$ cat src/rtl/alu_control_md_pkg.sv
// Shared definitions for the ALU control block: MIPS funct encodings,
// ALU operation codes, op_alu class codes and the mult/div sequencer states.
package alu_ctl_pkg;

    // R-type funct field encodings
    localparam logic [5:0] F_SLL  = 6'b000000;
    localparam logic [5:0] F_SRL  = 6'b000010;
    localparam logic [5:0] F_JR   = 6'b001000;
    localparam logic [5:0] F_JALR = 6'b001001;
    localparam logic [5:0] F_MFHI = 6'b010000;
    localparam logic [5:0] F_MFLO = 6'b010010;
    localparam logic [5:0] F_ADD  = 6'b100000;
    localparam logic [5:0] F_ADDU = 6'b100001;
    localparam logic [5:0] F_SUB  = 6'b100010;
    localparam logic [5:0] F_SUBU = 6'b100011;
    localparam logic [5:0] F_AND  = 6'b100100;
    localparam logic [5:0] F_OR   = 6'b100101;
    localparam logic [5:0] F_XOR  = 6'b100110;
    localparam logic [5:0] F_NOR  = 6'b100111;
    localparam logic [5:0] F_SLT  = 6'b101010;
    localparam logic [5:0] F_SLTU = 6'b101011;

    // operation_alu codes
    localparam int ALU_AND  = 0;
    localparam int ALU_OR   = 1;
    localparam int ALU_ADD  = 2;
    localparam int ALU_SUB  = 3;
    localparam int ALU_SLL  = 4;
    localparam int ALU_SRL  = 5;
    localparam int ALU_XOR  = 6;
    localparam int ALU_SLT  = 7;
    localparam int ALU_NOR  = 8;
    localparam int ALU_LUI  = 9;
    localparam int ALU_ADDU = 10;
    localparam int ALU_SUBU = 11;
    localparam int ALU_SLTU = 12;

    // op_alu class codes from main control (0 means "decode by funct")
    localparam int OPC_RTYPE = 0;
    localparam int OPC_ADD   = 1;
    localparam int OPC_LUI   = 2;
    localparam int OPC_OR    = 3;
    localparam int OPC_AND   = 4;
    localparam int OPC_XOR   = 5;
    localparam int OPC_SUB   = 6;
    localparam int OPC_SLT   = 7;
    localparam int OPC_SLTU  = 8;

    typedef enum logic [1:0] {
        ST_IDLE = 2'd0,
        ST_RUN  = 2'd1,
        ST_DONE = 2'd2
    } md_state_e;

endpackage

$ cat src/rtl/alu_control_md_if.sv
// Bus between instruction decode / datapath and the ALU control block.
// Handshake: the sequencer accepts a mult/div request in any cycle where
// instr_valid is high, the request decodes, and stall is low; an instruction
// seen while stall is high must be held unchanged by the pipeline until stall
// drops. fsm_state is a debug view of the sequencer state.
// master: drives instr_valid/op_alu/funct; slave: the control block.
interface alu_control_md_if #(
    parameter int OP_W    = 4,
    parameter int FUNCT_W = 6,
    parameter int OPER_W  = 4
);
    import alu_ctl_pkg::*;

    logic               instr_valid;
    logic [OP_W-1:0]    op_alu;
    logic [FUNCT_W-1:0] funct;
    logic [OPER_W-1:0]  operation_alu;
    logic               jump;
    logic               link;
    logic               illegal;
    logic               md_start;
    logic               md_div;
    logic               md_signed;
    logic               md_busy;
    logic               hi_lo_we;
    logic               stall;
    md_state_e          fsm_state;

    modport master (
        output instr_valid, op_alu, funct,
        input  operation_alu, jump, link, illegal, md_start, md_div,
               md_signed, md_busy, hi_lo_we, stall, fsm_state
    );

    modport slave (
        input  instr_valid, op_alu, funct,
        output operation_alu, jump, link, illegal, md_start, md_div,
               md_signed, md_busy, hi_lo_we, stall, fsm_state
    );
endinterface

$ cat src/rtl/alu_control_md_decode.sv
// alu_decode: purely combinational ALU control decode.
// Inputs : instr_valid, op_alu, funct
// Outputs: operation_alu, jump, link, illegal (independent of instr_valid),
//          md_req (valid mult/div instruction), hilo_rd (valid mfhi/mflo).
module alu_decode
    import alu_ctl_pkg::*;
#(
    parameter int OP_W    = 4,
    parameter int FUNCT_W = 6,
    parameter int OPER_W  = 4
) (
    input  logic               instr_valid,
    input  logic [OP_W-1:0]    op_alu,
    input  logic [FUNCT_W-1:0] funct,
    output logic [OPER_W-1:0]  operation_alu,
    output logic               jump,
    output logic               link,
    output logic               illegal,
    output logic               md_req,
    output logic               hilo_rd
);

    logic rtype;
    assign rtype = (op_alu == '0);

    always_comb begin
        operation_alu = '0;
        jump          = 1'b0;
        link          = 1'b0;
        illegal       = 1'b0;
        if (rtype) begin
            casez (funct)
                F_ADD:     operation_alu = OPER_W'(ALU_ADD);
                F_SUB:     operation_alu = OPER_W'(ALU_SUB);
                F_AND:     operation_alu = OPER_W'(ALU_AND);
                F_OR:      operation_alu = OPER_W'(ALU_OR);
                F_NOR:     operation_alu = OPER_W'(ALU_NOR);
                F_XOR:     operation_alu = OPER_W'(ALU_XOR);
                F_SRL:     operation_alu = OPER_W'(ALU_SRL);
                F_SLL:     operation_alu = OPER_W'(ALU_SLL);
                F_ADDU:    operation_alu = OPER_W'(ALU_ADDU);
                F_SUBU:    operation_alu = OPER_W'(ALU_SUBU);
                F_SLT:     operation_alu = OPER_W'(ALU_SLT);
                F_SLTU:    operation_alu = OPER_W'(ALU_SLTU);
                F_JR: begin
                    operation_alu = OPER_W'(ALU_ADD);
                    jump          = 1'b1;
                end
                F_JALR: begin
                    operation_alu = OPER_W'(ALU_ADD);
                    jump          = 1'b1;
                    link          = 1'b1;
                end
                // mult/div and HI/LO moves do not use the ALU
                6'b0110??: operation_alu = '0;
                F_MFHI:    operation_alu = '0;
                F_MFLO:    operation_alu = '0;
                default:   illegal = 1'b1;
            endcase
        end else begin
            case (op_alu)
                OP_W'(OPC_ADD):  operation_alu = OPER_W'(ALU_ADD);
                OP_W'(OPC_LUI):  operation_alu = OPER_W'(ALU_LUI);
                OP_W'(OPC_OR):   operation_alu = OPER_W'(ALU_OR);
                OP_W'(OPC_AND):  operation_alu = OPER_W'(ALU_AND);
                OP_W'(OPC_XOR):  operation_alu = OPER_W'(ALU_XOR);
                OP_W'(OPC_SUB):  operation_alu = OPER_W'(ALU_SUB);
                OP_W'(OPC_SLT):  operation_alu = OPER_W'(ALU_SLT);
                OP_W'(OPC_SLTU): operation_alu = OPER_W'(ALU_SLTU);
                default:         operation_alu = '0;
            endcase
        end
    end

    assign md_req  = instr_valid & rtype & (funct[5:2] == 4'b0110);
    assign hilo_rd = instr_valid & rtype & ((funct == F_MFHI) | (funct == F_MFLO));

endmodule

$ cat src/rtl/alu_control_md.sv
// alu_control_md: ALU control decode plus the multi-cycle mult/div sequencer.
// Ports: clk, reset (async, active high), bus (alu_control_md_if.slave)
//   carrying instr_valid/op_alu/funct in and the decode, md_* sequencer,
//   hi_lo_we and stall outputs back to the datapath.
module alu_control_md
    import alu_ctl_pkg::*;
#(
    parameter int OP_W     = 4,
    parameter int FUNCT_W  = 6,
    parameter int OPER_W   = 4,
    parameter int MULT_LAT = 4,
    parameter int DIV_LAT  = 8,
    parameter int CNT_W    = 4
) (
    input  logic              clk,
    input  logic              reset,
    alu_control_md_if.slave   bus
);

    logic             md_req;
    logic             hilo_rd;
    md_state_e        state, state_nxt;
    logic [CNT_W-1:0] cnt, cnt_nxt;
    logic             start_q, start_nxt;
    logic             div_q, div_nxt;
    logic             sgn_q, sgn_nxt;

    alu_decode #(
        .OP_W    (OP_W),
        .FUNCT_W (FUNCT_W),
        .OPER_W  (OPER_W)
    ) u_decode (
        .instr_valid   (bus.instr_valid),
        .op_alu        (bus.op_alu),
        .funct         (bus.funct),
        .operation_alu (bus.operation_alu),
        .jump          (bus.jump),
        .link          (bus.link),
        .illegal       (bus.illegal),
        .md_req        (md_req),
        .hilo_rd       (hilo_rd)
    );

    always_ff @(posedge clk or posedge reset) begin
        if (reset) begin
            state   <= ST_IDLE;
            cnt     <= '0;
            start_q <= 1'b0;
            div_q   <= 1'b0;
            sgn_q   <= 1'b0;
        end else begin
            state   <= state_nxt;
            cnt     <= cnt_nxt;
            start_q <= start_nxt;
            div_q   <= div_nxt;
            sgn_q   <= sgn_nxt;
        end
    end

    always_comb begin
        state_nxt = state;
        cnt_nxt   = cnt;
        start_nxt = 1'b0;
        div_nxt   = div_q;
        sgn_nxt   = sgn_q;
        case (state)
            ST_IDLE: begin
                if (md_req) begin
                    state_nxt = ST_RUN;
                    start_nxt = 1'b1;
                    div_nxt   = bus.funct[1];
                    sgn_nxt   = ~bus.funct[0];
                    // counting down to zero gives exactly LAT cycles in RUN
                    cnt_nxt   = bus.funct[1] ? CNT_W'(DIV_LAT - 1) : CNT_W'(MULT_LAT - 1);
                end
            end
            ST_RUN: begin
                if (cnt == '0) state_nxt = ST_DONE;
                else           cnt_nxt   = cnt - 1'b1;
            end
            ST_DONE: state_nxt = ST_IDLE;
            default: state_nxt = ST_IDLE;
        endcase
    end

    assign bus.md_start  = start_q;
    assign bus.md_div    = div_q;
    assign bus.md_signed = sgn_q;
    assign bus.md_busy   = (state != ST_IDLE);
    assign bus.hi_lo_we  = (state == ST_DONE);
    // Only instructions touching the mult/div unit or HI/LO wait on it.
    assign bus.stall     = (state != ST_IDLE) & (md_req | hilo_rd);
    assign bus.fsm_state = state;

endmodule

$ cat src/flat_wrapper.sv
// flat-port wrapper written by rule: the top's interface ports become plain ports
module alu_control_md_flat import alu_ctl_pkg::*;
#(
    parameter int OP_W     = 4,
    parameter int FUNCT_W  = 6,
    parameter int OPER_W   = 4,
    parameter int MULT_LAT = 4,
    parameter int DIV_LAT  = 8,
    parameter int CNT_W    = 4
)
  (clk, reset, bus_instr_valid, bus_op_alu, bus_funct, bus_operation_alu, bus_jump, bus_link, bus_illegal, bus_md_start, bus_md_div, bus_md_signed, bus_md_busy, bus_hi_lo_we, bus_stall, bus_fsm_state);
  alu_control_md_if #(.OP_W(OP_W), .FUNCT_W(FUNCT_W), .OPER_W(OPER_W)) bus_i ();
  input  logic clk;
  input  logic reset;
  input wire logic [$bits(bus_i.instr_valid)-1:0] bus_instr_valid;
  input wire logic [$bits(bus_i.op_alu)-1:0] bus_op_alu;
  input wire logic [$bits(bus_i.funct)-1:0] bus_funct;
  output wire logic [$bits(bus_i.operation_alu)-1:0] bus_operation_alu;
  output wire logic [$bits(bus_i.jump)-1:0] bus_jump;
  output wire logic [$bits(bus_i.link)-1:0] bus_link;
  output wire logic [$bits(bus_i.illegal)-1:0] bus_illegal;
  output wire logic [$bits(bus_i.md_start)-1:0] bus_md_start;
  output wire logic [$bits(bus_i.md_div)-1:0] bus_md_div;
  output wire logic [$bits(bus_i.md_signed)-1:0] bus_md_signed;
  output wire logic [$bits(bus_i.md_busy)-1:0] bus_md_busy;
  output wire logic [$bits(bus_i.hi_lo_we)-1:0] bus_hi_lo_we;
  output wire logic [$bits(bus_i.stall)-1:0] bus_stall;
  output wire logic [$bits(bus_i.fsm_state)-1:0] bus_fsm_state;
  assign bus_i.instr_valid = bus_instr_valid;
  assign bus_i.op_alu = bus_op_alu;
  assign bus_i.funct = bus_funct;
  assign bus_operation_alu = bus_i.operation_alu;
  assign bus_jump = bus_i.jump;
  assign bus_link = bus_i.link;
  assign bus_illegal = bus_i.illegal;
  assign bus_md_start = bus_i.md_start;
  assign bus_md_div = bus_i.md_div;
  assign bus_md_signed = bus_i.md_signed;
  assign bus_md_busy = bus_i.md_busy;
  assign bus_hi_lo_we = bus_i.hi_lo_we;
  assign bus_stall = bus_i.stall;
  assign bus_fsm_state = bus_i.fsm_state;
  alu_control_md #(.OP_W(OP_W), .FUNCT_W(FUNCT_W), .OPER_W(OPER_W), .MULT_LAT(MULT_LAT), .DIV_LAT(DIV_LAT), .CNT_W(CNT_W)) u_core (.clk(clk), .reset(reset), .bus(bus_i));
endmodule
$ cat config.mk
export PLATFORM = sky130hd
export DESIGN_NAME = alu_control_md_flat
export DESIGN_NICKNAME = d
export VERILOG_FILES = /design/src/rtl/alu_control_md_pkg.sv /design/src/rtl/alu_control_md_if.sv /design/src/rtl/alu_control_md_decode.sv /design/src/rtl/alu_control_md.sv /design/src/flat_wrapper.sv
export SDC_FILE = /design/constraint.sdc
export NUM_CORES = 1
export LEC_CHECK = 0
export ABC_AREA = 1
export CORE_MARGIN = 3
export CORE_UTILIZATION = 48
export DETAILED_ROUTE_END_ITERATION = 10
export PLACE_DENSITY = 0.84
export SLEW_MARGIN = 10
export SYNTH_ARGS = -nofsm -noshare
export SYNTH_HDL_FRONTEND = slang
export SYNTH_SLANG_ARGS = --single-unit
$ cat constraint.sdc
create_clock -name clk -period 3.6 [get_ports clk]
set_clock_uncertainty 0.2 [all_clocks]
set_input_delay 0.54 -clock clk [delete_from_list [all_inputs] [get_ports clk]]
set_output_delay 0.54 -clock clk [all_outputs]
set_load 0.01 [all_outputs]
**Yosys cells after proc, flatten, opt, wreduce, memory -nomap -nowiden**

Memories as Yosys holds them, arrays and structs flattened.
Cells that the tools add are included.

- Latch bits: 0
- Word-level logic and storage cells: 64
- Memories kept: 1
- Bits of input ports: 13
- Memory bits (read-only): 64
- Bits in writable memories: 0
- Register bits after elaboration: 9

- Multiply operators: 0
- Muxes and demuxes: 17
- Magnitude comparators: 0
- Reduce and logical (&&, ||, !) cells: 12
- Div/mod/pow operators: 0
- Bitwise logic cells: 7
- Add/subtract/negate cells: 1
- Equal/unequal tests: 21
- Shift-type cells: 0

Memories:

| name | words | bits a word | rd ports | clocked after Yosys merged registers in | wr ports | line | RTL |
|---|---|---|---|---|---|---|---|
| (name not given) | 16 | 4 | 1 | 0 | 0 | alu_control_md_decode.sv:61 | `case (op_alu)` |

Operator list:

| kind | count |
|---|---|
| 6-bit equality test, second input constant | 10 |
| 4-bit one-hot mux with 11 select lines | 1 |
| 17-bit OR reduction | 1 |
| 6-bit by 4-bit equality test with 1-bit output, second input constant | 2 |
| 6-bit by 5-bit equality test with 1-bit output, second input constant | 2 |
| 4-bit two-way mux | 3 |
| 4-bit zero test | 2 |
| 1-bit two-way mux | 8 |
| 4-bit one-hot mux with 2 select lines | 1 |
| 6-bit by 2-bit equality test with 1-bit output, second input constant | 1 |
| 6-bit zero test | 1 |
| 1-bit bitwise AND | 4 |
| 4-bit by 3-bit equality test with 1-bit output, second input constant | 1 |
| 2-bit two-way mux | 2 |
| 2-bit by 1-bit inequality test with 1-bit output, second input constant | 2 |
| 2-bit one-hot mux with 2 select lines | 1 |
| 2-bit AND reduction | 2 |
| 2-bit nonzero test | 2 |
| 4-bit by 1-bit subtractor with 4-bit output, second input constant | 1 |
| 3-bit two-way mux | 1 |
| 3-bit AND reduction | 1 |
| 3-bit OR reduction | 1 |
| 2-bit by 1-bit equality test with 1-bit output, second input constant | 1 |
| 2-bit equality test, second input constant | 1 |
| 5 further kinds | 6 |

**Longest topological paths before layout**

Gate-level depths: netlist of run 1.

- Depth in word-level cells: 5
- Gate-level depth with buffers: 9
- Depth with buffers taken out: 9

**Cells and area by module**

A second synthesis of run 1 with hierarchy kept.

- Cells, all modules: 148
- Area, all modules: 879.6 µm²

Modules (own cells, without submodules):

| module | cells an instance | area each (µm²) | instances | seq. area each (µm²) |
|---|---|---|---|---|
| alu_control_md | 56 | 449.2 | 1 | 225.2 |
| alu_decode | 92 | 430.4 | 1 | 0.0 |

**Least setup slack after synthesis of run 1**

No wires, ideal clock.

- Kind: input to output
- From: input bus_op_alu[2]
- To: output bus_stall
- Data required time: 2.860 ns
- Arrival: 1.221 ns
- Slack: 1.639 ns
- Cell stages on the path: 3
- Cells stage by stage: inv_1 > nand4_2 > nor4_1

- Word-level cells in the longest chain between the ends: 5

RTL lines:

| what | line | RTL |
|---|---|---|
| start, declared | flat_wrapper.sv:16 | `input wire logic [$bits(bus_i.op_alu)-1:0] bus_op_alu;` |
| 4-bit zero test (*) | alu_control_md_decode.sv:24 | `assign rtype = (op_alu == '0);` |
| 1-bit bitwise AND (*) | alu_control_md_decode.sv:75, alu_control_md_decode.sv:76 |  |
| 1-bit bitwise AND, on equally long branches | alu_control_md_decode.sv:75, alu_control_md_decode.sv:76 |  |
| 1-bit OR (*) | alu_control_md.sv:92 | `assign bus.stall = (state != ST_IDLE) & (md_req \| hilo_rd);` |
| 1-bit bitwise AND (*) | alu_control_md.sv:92 |  |
| end, declared | flat_wrapper.sv:27 | `output wire logic [$bits(bus_i.stall)-1:0] bus_stall;` |

Mark *: on every way between the ends. The rest lies on a longest branch, timed or not.

**Worst setup path in the final report of run 1**

- From: input bus_funct[0]
- To: output bus_operation_alu[1]

- Word-level cells in the longest chain between the ends: 4

RTL lines:

| what | line | RTL |
|---|---|---|
| start, declared | flat_wrapper.sv:17 | `input wire logic [$bits(bus_i.funct)-1:0] bus_funct;` |
| 6-bit by 4-bit equality test with 1-bit output or 6-bit equality test (tied branches) | alu_control_md_decode.sv:32 | `casez (funct)` |
| 3-bit OR reduction (no line) | n/a |  |
| 4-bit one-hot mux with 11 select lines (*) | alu_control_md_decode.sv:32 |  |
| 4-bit two-way mux (*) | alu_control_md_decode.sv:31 | `if (rtype) begin` |
| end, declared | flat_wrapper.sv:18 | `output wire logic [$bits(bus_i.operation_alu)-1:0] bus_operation_alu;` |

Marked as above.

==> results of run 1 <==
layout make-up:
class                   count  area share (%)
flip-flops and latches      9            19.6
repair buffers             27            23.6
inverters                  22            7.20
well taps                  16            1.74
clock buffers               4            2.29
multi-input cells         105            45.6
through the flow:
step / hold slack, ns / setup WS [ns] / utilization [%] / instances
after floorplan: 0.168 / 1.64 / - / 136
after global placement: 0.274 / 0.505 / 71.9 / 179
after detailed placement: 0.293 / 0.531 / 71.9 / 179
after CTS: 0.309 / 0.532 / 73.6 / 183
after global routing: 0.344 / 0.376 / 73.6 / 183
final: 0.313 / 0.531 / 73.6 / 183
cells by family after synthesis:
logic type / count (synthesis) / synth area share, %
AOI/OAI and AO/OA: 11 / 6.63
adders and majority gates: 1 / 1.51
buffers and inverters: 22 / 9.94
DFF: 9 / 27.1
and+or+nand+nor: 93 / 54.8
per-layer routing:
layer | vias to the layer above | GRT usage (%) | share of wire [%]
met4 | 0 | 4.84 | 0.66
met2 | 43 | 35.8 | 49
met5 | - | 0 | 0
met3 | 2 | 4.51 | 5.6
met1 | 417 | 23.6 | 45
li1 | 494 | - | -
report_power, final:
part           switching [mW]  internal, mW  total (mW)
registers             0.00248         0.104       0.107
logic                  0.0397        0.0324      0.0721
clock network          0.0391        0.0429      0.0820
flip-flops by register name, summed over array words and instances (netlist names):
register / cells
u_core.bus.fsm_state: 2
u_core.bus.md_div: 1
u_core.bus.md_start: 1
u_core.bus.md_signed: 1
u_core.cnt: 4
worst max-delay path, stage by stage:
cell and delay (ns):
clkdlybuf4s50_1 0.59, inv_1 0.12, nor2_2 0.16, nand3_2 0.12
nand2_1 0.09, nor2_1 0.04, nand2_1 0.05, nand2_1 0.04
nand2_1 0.05, clkdlybuf4s50_1 0.53
cells in the mapped netlist, drive strengths merged:
cell	count	share of area, %
nand2	43	21
nor2	24	15
inv	22	9.9
nand3	20	13
dfrtp	9	27
o21ai	9	5.4
nand4	3	3.0
a21oi	2	1.2
nor3	2	1.2
ha	1	1.5
nor4	1	0.75
path summary, 6_finish.rpt:
path / startpoint / end / slack, ns / cells after the start
worst min register to register: u_core.bus.md_div$_DFFE_PP0P_ / u_core.bus.md_div$_DFFE_PP0P_ / 0.31 / 2
worst max-delay path: bus_funct[0] / bus_operation_alu[1] / 0.53 / 10
worst max register to register: u_core.cnt[0]$_DFFE_PP0P_ / u_core.cnt[3]$_DFFE_PP0P_ / 2.00 / 8
max in group asynchronous: reset / u_core.cnt[2]$_DFFE_PP0P_ / 2.59 / 2
worst min-delay path: u_core.bus.md_div$_DFFE_PP0P_ / u_core.bus.md_div$_DFFE_PP0P_ / 0.31 / 2
min in group asynchronous: reset / u_core.cnt[0]$_DFFE_PP0P_ / 0.34 / 2
==> results by group, run 1 <==
Status
  – Status: complete, no violations

Clock tree
  – Htree depth: 1
  – Clock Root Buffer: clkbuf_4
  – Post_cts resized: 0
  – Later-pin clock latency in the skew report: 0.27 ns
  – CTS Buffer Depth: 2
  – TritonCTS Buffers: 3
  – # clock sinks: 9
  – # hold bufs at CTS: 0
  – # Post-CTS Setup Buffers: 0
  – Clock-pin slew on the worst setup and hold paths: 0.07 ns
  – CTS tree: yes

Timing
  – Max Slew Vio Count: 0
  – Post-layout min period: 3.07 ns
  – Slew Limit Headroom: 75.2%
  – RSZ-0062 raised after global routing: false
  – Fmax achieved: 326 MHz
  – Period utilization: 85.3%
  – Final hold viol count: 0
  – Setup TNS: 0 ns
  – Least-Margin Pin Slew: 0.371 ns
  – Setup Viol. Count Final: 0

Die
  – Site Rows: 14
  – Starting density of the core: 53.3%
  – Core Area: 1560 um2
  – Die Area: 2270 um2
  – Horiz. Die Dim: 47.6 um
  – Die Ht: 47.6 um
  – Ports: 28

Power
  – Leakage: 0.630 nW
  – Cell area power density: 227 nW/um2
  – Worst vdd ir: 279 uV
  – Total power: 261 uW

Job
  – Max cap viols: 0

Cells and area
  – Cell area after layout: 1150 um2
  – FF/Latch Area: 225 um2
  – Area growth from synthesis to final layout: 38.1%
  – Commonest non-fill, non-tap cell in the layout: nand2_1
  – N_diodes: 0
  – Final nets: 182
  – Fill cell count: 137
  – Share of post-route cells with drive strength above 1: 12.6%
  – Commonest non-fill, non-tap cells in the layout: 41 x nand2_1, 27 x clkdlybuf4s50_1, 18 x inv_1, 18 x nand3_1, 15 x nor2_1
  – Area of the multi-input gates: 523 um2

Detailed routing
  – Routed Antenna Nets: 0
  – Number of iterations in the first detailed-routing pass: 4
  – Drt wl/cell: 11.6 um
  – Post-Route WL: 2130 um
  – Vias: 956
  – Vias/cell: 5.22
  – DR DRC count: 0
  – Detailed Route Iter0 Violations: 32

Setup path
  – Arrival @ worst endpoint: 2.33 ns
  – Worst Path Max Fanout: 6
  – Critical setup path kind: in -> out
  – Critical path required time: 2.86 ns
  – CP Launch Type: input pin
  – CP endpoint kind: output pin

Yosys
  – Unique masters post-synth: 18
  – Gate count of the mapped netlist: 136
  – Yosys warns: 0
  – Post-synthesis net count: 150
  – Register bit total from synthesis: 9
  – Avg Cell Area, Syn: 6.11 um2
  – Sequential share of the synthesized area: 27.1%
  – Area of the mapped netlist: 831 um2

Global route
  – Total Routing Usage GR: 19.8%
  – Largest net degree at the start of global routing: 11
  – Grt total ovfl: 0
  – Vias in the first global route: 815
  – Initial antenna violation count: 0
  – Global-route wire length before repair: 3220 um

Place
  – Post-Place Cell Area: 1120 um2
  – Final RePlAce weighted congestion: 0.939
  – PortBufs: 27
  – Dpl hpwl: 1770 um

Worst hold path
  – Min-Delay Path Class: reg -> reg
Power figures use the tool's default switching activity.
==> inputs of run 2 (changes only) <==
CORE_UTILIZATION = 49   (was 48)
SYNTH_HIERARCHICAL = 1   (was default)
==> results by group, run 2 <==
Detailed routing
  – DR DRC count: 0 (unchanged)
  – Vias: 963 (+0.73%)
  – Vias/cell: 4.74 (-9.2%)
  – Drt wl/cell: 10.3 um (-12%)
  – Routed Antenna Nets: 0 (unchanged)
  – Post-Route WL: 2080 um (-2.3%)
  – Number of iterations in the first detailed-routing pass: 4 (unchanged)
  – Detailed Route Iter0 Violations: 19 (-41%)

Yosys
  – Async S/R FF share, synth: 100% (unchanged)
  – Synth top area share: 25.6% (-1.5 points)
  – Yosys warns: 6 (+6)
  – Area of the mapped netlist: 880 um2 (+5.9%)
  – Post-synthesis net count: 162 (+8.0%)
  – Area contributors post-synth: dfrtp_1 26%, nand2_1 19%, nor2_1 9.8%
  – Main flop type after synthesis: dfrtp_1
  – Register bit total from synthesis: 9 (unchanged)
  – Post-synth EDFFs: 0 (unchanged)
  – Avg Cell Area, Syn: 5.94 um2 (-2.7%)
  – Sequential share of the synthesized area: 25.6% (-1.5 points)
  – Top-count cell post-synth: nand2_1
  – Post-synth top cells: 44 x nand2_1, 23 x nor2_1, 20 x inv_1, 9 x dfrtp_1, 9 x nand3_1
  – Gate count of the mapped netlist: 148 (+8.8%)
  – Unique masters post-synth: 19 (+1)
  – Cell taking the most area after synthesis: dfrtp_1

Power
  – Leakage: 0.648 nW (+2.9%)
  – Worst vdd ir: 190 uV (-32%)
  – Cell area power density: 218 nW/um2 (-4.1%)

Worst hold path
  – Min-Delay Path Class: reg -> reg

Setup path
  – CP max stage delay: 0.55 ns (-0.04 ns)
  – Crit path top cell by count: nor2_1
  – Crit path cell chain: clkdlybuf4s50_1 > inv_1 > nor2_1 > nand2_1 > nor3_1 > nor2_1 > nor2_1 > clkdlybuf4s50_1
  – Critical path required time: 2.86 ns (about the same)
  – CP Launch Type: input pin
  – CP endpoint kind: output pin
  – Crit path max-delay cell type: clkdlybuf4s50_1
  – Worst Path Max Fanout: 3 (-3)
  – Arrival @ worst endpoint: 2.39 ns (+0.06 ns)
  – Critical setup path kind: in -> out

Timing
  – Least-Margin Pin Slew: 0.345 ns (-0.0263 ns)
  – Max Slew Vio Count: 0 (unchanged)
  – Setup TNS: 0 ns (unchanged)
  – Fmax achieved: 320 MHz (-1.8%)
  – Hold WS: 0.289 ns (-0.0239 ns)
  – Slew Limit Headroom: 77.0% (+1.8 points)
  – Final hold viol count: 0 (unchanged)
  – RSZ-0062 raised after global routing: false
  – Post-layout min period: 3.13 ns (+0.0566 ns)
  – Setup Viol. Count Final: 0 (unchanged)
  – Period utilization: 86.8% (+1.6 points)

Global route
  – Initial antenna violation count: 0 (unchanged)
  – Grt total ovfl: 0 (unchanged)
  – Met2 usage: 33.5% (-2.3 points)
  – Total Routing Usage GR: 19.9% (+0.13 points)
  – GR Util met1: 23.3% (-0.27 points)
  – Global-route wire length before repair: 3660 um (+14%)
  – Met3 usage: 6.44% (+1.9 points)
  – Largest net degree at the start of global routing: 10 (-1)
  – Most Crowded Layer GR: met2
  – Vias in the first global route: 871 (+6.9%)

Clock tree
  – # clock sinks: 9 (unchanged)
  – CTS tree: yes
  – # hold bufs at CTS: 0 (unchanged)
  – Htree depth: 1 (unchanged)
  – Post_cts resized: 0 (unchanged)
  – CTS Buffer Depth: 2 (unchanged)
  – Later-pin clock latency in the skew report: 0.27 ns (about the same)
  – Clock-pin slew on the worst setup and hold paths: 0.06 ns (about the same)
  – # Post-CTS Setup Buffers: 0 (unchanged)
  – TritonCTS Buffers: 3 (unchanged)
  – Clock Root Buffer: clkbuf_4

Cells and area
  – Final nets: 194 (+6.6%)
  – Area growth from synthesis to final layout: 37.1%
  – Commonest non-fill, non-tap cells in the layout: 44 x nand2_1, 27 x clkdlybuf4s50_1, 23 x nor2_1
  – Fill cell count: 125 (-8.8%)
  – Cell area after layout: 1210 um2 (+5.1%)
  – Share of post-route cells with drive strength above 1: 15.6% (+3.1 points)
  – Final Non-Filler Cells: 203 (+11%)
  – N_diodes: 0 (unchanged)
  – Register bank with the most flops: u_core/cnt
  – Commonest non-fill, non-tap cell in the layout: nand2_1
  – Max reg flops: 4 (unchanged)

Die
  – Starting density of the core: 55.2% (+1.9 points)
  – Site Rows: 14 (unchanged)
  – Die Ht: 48.4 um (+1.6%)
  – Horiz. Die Dim: 48.4 um (+1.6%)
  – Die Area: 2340 um2 (+3.2%)
  – Core Area: 1590 um2 (+2.2%)
  – Ports: 28 (unchanged)

Status
  – Status: complete, no violations

Place
  – Placed cell count: 199 (+11%)
  – Dpl hpwl: 1790 um (+1.0%)
  – PortBufs: 27 (unchanged)
  – Final RePlAce weighted congestion: 0.792 (-16%)
  – Post-Place Cell Area: 1180 um2 (+5.2%)

Job
  – Max cap viols: 0 (unchanged)
==> run 2: cell count changes after synthesis, moves of 2 or more <==
cell     delta
nand3_1     -9
inv_1       +2
inv_2       +3
nand2_2     +3
o21ai_1     +5
nand2_1     +3
nor2_1      +8
o21ai_0     -5
nor3_1      +2
==> run 2: area by class of cell <==
| class | count | area, um2 | share of cell area (%) |
|---|---|---|---|
| clock buffers | 4 | 26.3 | 2.18 |
| flip-flops and latches | 9 | 225 | 18.7 |
| inverters | 27 | 101 | 8.40 |
| repair buffers | 27 | 270 | 22.4 |
| well taps | 24 | 30.0 | 2.49 |
| multi-input cells | 112 | 553 | 45.9 |
==> run 2: layer usage <==
| layer | share of wire (%) | vias up |
|---|---|---|
| met2 | 46 | 41 |
| met4 | 1.8 | 0 |
| met3 | 9.2 | 6 |
| met1 | 43 | 402 |
| met5 | 0 | - |
| li1 | - | 514 |
==> run 2: report_power, final <==
| group | internal, mW | total (mW) | switching (mW) |
|---|---|---|---|
| Clock | 0.0428 | 0.0790 | 0.0363 |
| Sequential | 0.104 | 0.106 | 0.00191 |
| Combinational | 0.0337 | 0.0777 | 0.0440 |
| Total | 0.181 | 0.263 | 0.0822 |
==> run 2: logic make-up after synthesis <==
kind of cell               count (synthesis)  synth area share, %
and+or+nand+nor                          100                 55.1
buffers and inverters                     27                 11.5
AOI/OAI and AO/OA                         11                 6.40
DFF                                        9                 25.6
adders and majority gates                  1                 1.42
==> run 2: final timing paths <==
| kind | startpoint | end | slack, ns | cells past startpoint |
|---|---|---|---|---|
| worst min register to register | u_core/bus.md_div$_DFFE_PP0P_ | u_core/bus.md_div$_DFFE_PP0P_ | 0.29 | 2 |
| worst min-delay path | u_core/bus.md_div$_DFFE_PP0P_ | u_core/bus.md_div$_DFFE_PP0P_ | 0.29 | 2 |
| worst max register to register | u_core/cnt[0]$_DFFE_PP0P_ | u_core/cnt[0]$_DFFE_PP0P_ | 2.14 | 7 |
| min in group asynchronous | reset | u_core/bus.md_div$_DFFE_PP0P_ | 0.36 | 2 |
| max in group asynchronous | reset | u_core/cnt[3]$_DFFE_PP0P_ | 2.59 | 2 |
| worst max-delay path | bus_funct[4] | bus_stall | 0.47 | 8 |
==> run 2: critical path: cells and delay by family <==
family / cells / cell delay [ns]
simple gates: 5 / 0.69
buf+inv: 3 / 1.17
==> run 2: through the flow <==
step	worst slack [ns]	util (%)	power [mW]
finish	0.474	75.7	0.263
global route	0.285	75.7	0.284
CTS	0.476	75.7	0.267
detailed placement	0.480	74.0	0.186
global placement	0.482	74.0	0.183
floorplan	1.45	-	0.151
==> inputs of run 3 (changes only) <==
CORE_UTILIZATION = 41   (was 49)
PLACE_DENSITY = 0.75   (was 0.84)
clock period = 2.6 ns   (was 3.6 ns; I/O delays follow)
==> results by group, run 3 (same netlist as run 2, synthesis figures left out) <==
Status
  – Status: complete, no violations

Place
  – Dpl ws: -0.202 ns (-0.683 ns)
  – Placed cell count: 218 (+9.5%)
  – Post-Place Cell Area: 1300 um2 (+10%)
  – PortBufs: 27 (unchanged)
  – Final RePlAce weighted congestion: 0.831 (+4.9%)
  – Dpl hpwl: 1850 um (+3.3%)

Worst hold path
  – Min-Delay Path Class: in -> async

Timing
  – RSZ-0062 raised after global routing: false
  – Setup Viol. Count Final: 0 (unchanged)
  – Max Slew Vio Count: 0 (unchanged)
  – Final hold viol count: 0 (unchanged)
  – Period utilization: 95.0%
  – Post-layout min period: 2.47 ns
  – Slew Limit Headroom: 78.1% (+1.1 points)
  – Least-Margin Pin Slew: 0.328 ns (-0.0169 ns)
  – Fin worst setup slack: 0.129 ns (-0.345 ns)
  – Setup TNS: 0 ns (unchanged)
  – Fmax achieved: 405 MHz

Detailed routing
  – Vias/cell: 4.65 (-1.9%)
  – Met1 WL: 989 um (+10%)
  – Met3 Wirelength: 157 um (-18%)
  – DR DRC count: 0 (unchanged)
  – Uppermost layer routed: met3
  – Routed Antenna Nets: 0 (unchanged)
  – Vias: 1038 (+7.8%)
  – Detailed Route Iter0 Violations: 16 (-3)
  – Met2 wire len: 1130 um (+19%)
  – Post-Route WL: 2270 um (+9.3%)
  – Drt wl/cell: 10.2 um (-0.53%)
  – Number of iterations in the first detailed-routing pass: 4 (unchanged)

Clock tree
  – Clock-pin slew on the worst setup and hold paths: 0.06 ns (about the same)
  – TritonCTS Buffers: 3 (unchanged)
  – CTS Buffer Depth: 2 (unchanged)
  – Later-pin clock latency in the skew report: 0.26 ns (about the same)
  – # clock sinks: 9 (unchanged)
  – # hold bufs at CTS: 0 (unchanged)
  – Htree depth: 1 (unchanged)
  – Clock Root Buffer: clkbuf_4
  – CTS tree: yes

Job
  – Max cap viols: 0 (unchanged)

Die
  – Die Ht: 52.3 um (+8.2%)
  – Horiz. Die Dim: 52.3 um (+8.2%)
  – Site Rows: 16 (+2)
  – Starting density of the core: 43.9% (-11 points)
  – Ports: 28 (unchanged)
  – Die Area: 2740 um2 (+17%)
  – Core Area: 2000 um2 (+26%)

Power
  – NetSw: 116 uW (+41%)
  – Clk pwr share: 28.9% (-1.1 points)
  – Combinational share of power: 31.8% (+2.3 points)
  – Worst vdd ir: 274 uV (+44%)
  – Flop pwr share: 39.3% (-1.1 points)
  – Internal power: 259 uW (+43%)
  – Leakage: 0.793 nW (+22%)
  – Switching part of the total power: 31.0% (-0.26 points)
  – Total power: 375 uW (+42%)
  – Cell area power density: 280 nW/um2 (+28%)

Cells and area
  – N_diodes: 0 (unchanged)
  – Final nets: 211 (+8.8%)
  – Final Non-Filler Cells: 223 (+9.9%)
  – Commonest non-fill, non-tap cell in the layout: nand2_1
  – Cell area after layout: 1340 um2 (+11%)
  – Area growth from synthesis to final layout: 52.2%
  – Share of post-route cells with drive strength above 1: 24.5% (+8.8 points)
  – Register bank with the most flops: u_core/cnt
  – Max reg flops: 4 (unchanged)
  – Commonest non-fill, non-tap cells in the layout: 44 x nand2_1, 21 x nor2_1, 20 x inv_1

Setup path
  – Worst Path Max Fanout: 6 (+3)
  – Critical path required time: 2.01 ns (-0.85 ns)
  – Worst r2r src: u_core/cnt[0]$_DFFE_PP0P_
  – CP Launch Type: input pin
  – Critical Path Start: bus_funct[4]
  – Critical setup path kind: in -> out
  – FF-to-FF setup slack: 1.17 ns (-0.97 ns)
  – CP endpoint kind: output pin
  – Arrival @ worst endpoint: 1.88 ns (-0.51 ns)

Global route
  – Largest net degree at the start of global routing: 10 (unchanged)
  – Grt total ovfl: 0 (unchanged)
  – Global-route wire length before repair: 3620 um (-0.96%)
  – Vias in the first global route: 911 (+4.6%)
  – Initial antenna violation count: 0 (unchanged)
  – Total Routing Usage GR: 17.2% (-2.8 points)
## run 3: cell types whose count changed in the layout (fill, tap and decap cells not counted), sizes merged
cell	previous run	this run
buf	0	17
clkdlybuf4s50	27	14
dlygate4sd2	0	11
dlymetal6s2s	0	2
## run 3: final cells by class
cell class	instances	area (um2)
multi-input cells	112	563
well taps	27	33.8
repair buffers	44	389
flip-flops and latches	9	225
fillers	199	663
clock buffers	4	26.3
inverters	27	101
## run 3: worst paths after layout
kind | end | depth (start not counted)
worst max-delay path | bus_illegal | 10
worst min-delay path | u_core/bus.md_div$_DFFE_PP0P_ | 2
worst max register to register | u_core/cnt[0]$_DFFE_PP0P_ | 7
worst min register to register | u_core/bus.md_div$_DFFE_PP0P_ | 2
max in group asynchronous | u_core/cnt[0]$_DFFE_PP0P_ | 2
min in group clk | u_core/bus.md_div$_DFFE_PP0P_ | 2
## run 3: routing by layer
layer  track usage (%)  vias to the layer above
li1                  -                      551
met1              20.9                      457
met2              30.4                       30
met3              4.56                        0
met4              2.55                        0
met5                 0                        -
## run 3: through the flow
| stage | utilization, % | hold WS [ns] |
|---|---|---|
| floorplan | - | 0.0179 |
| global placement | 65.1 | 0.268 |
| detailed placement | 65.1 | 0.290 |
| CTS | 66.1 | 0.177 |
| global route | 66.9 | 0.199 |
| finish | 66.9 | 0.175 |
## run 3: what timing repair did
action,4_1_cts,5_1_grt
setup buffers,0,1
gates resized for setup,13,3
pin swaps,1,1
endpoints found under the setup margin,8,2
## run 3: worst max-delay path: stages
cell and delay (ns):
clkdlybuf4s50_1 0.42, buf_4 0.16, nor2_4 0.18, buf_4 0.14, nand2_1 0.06, nor2_1 0.09
nor2_1 0.05, nand3b_1 0.08, nor2_1 0.04, dlygate4sd2_1 0.27
## run 3: power groups by stage
stage / Sequential [mW] / Clock [mW] / Combinational (mW)
after global placement: 0.150 / 0 / 0.118
after detailed placement: 0.150 / 0 / 0.122
after floorplan: 0.150 / 0 / 0.0595
after CTS: 0.147 / 0.115 / 0.118
final: 0.147 / 0.108 / 0.119
after global routing: 0.147 / 0.123 / 0.134
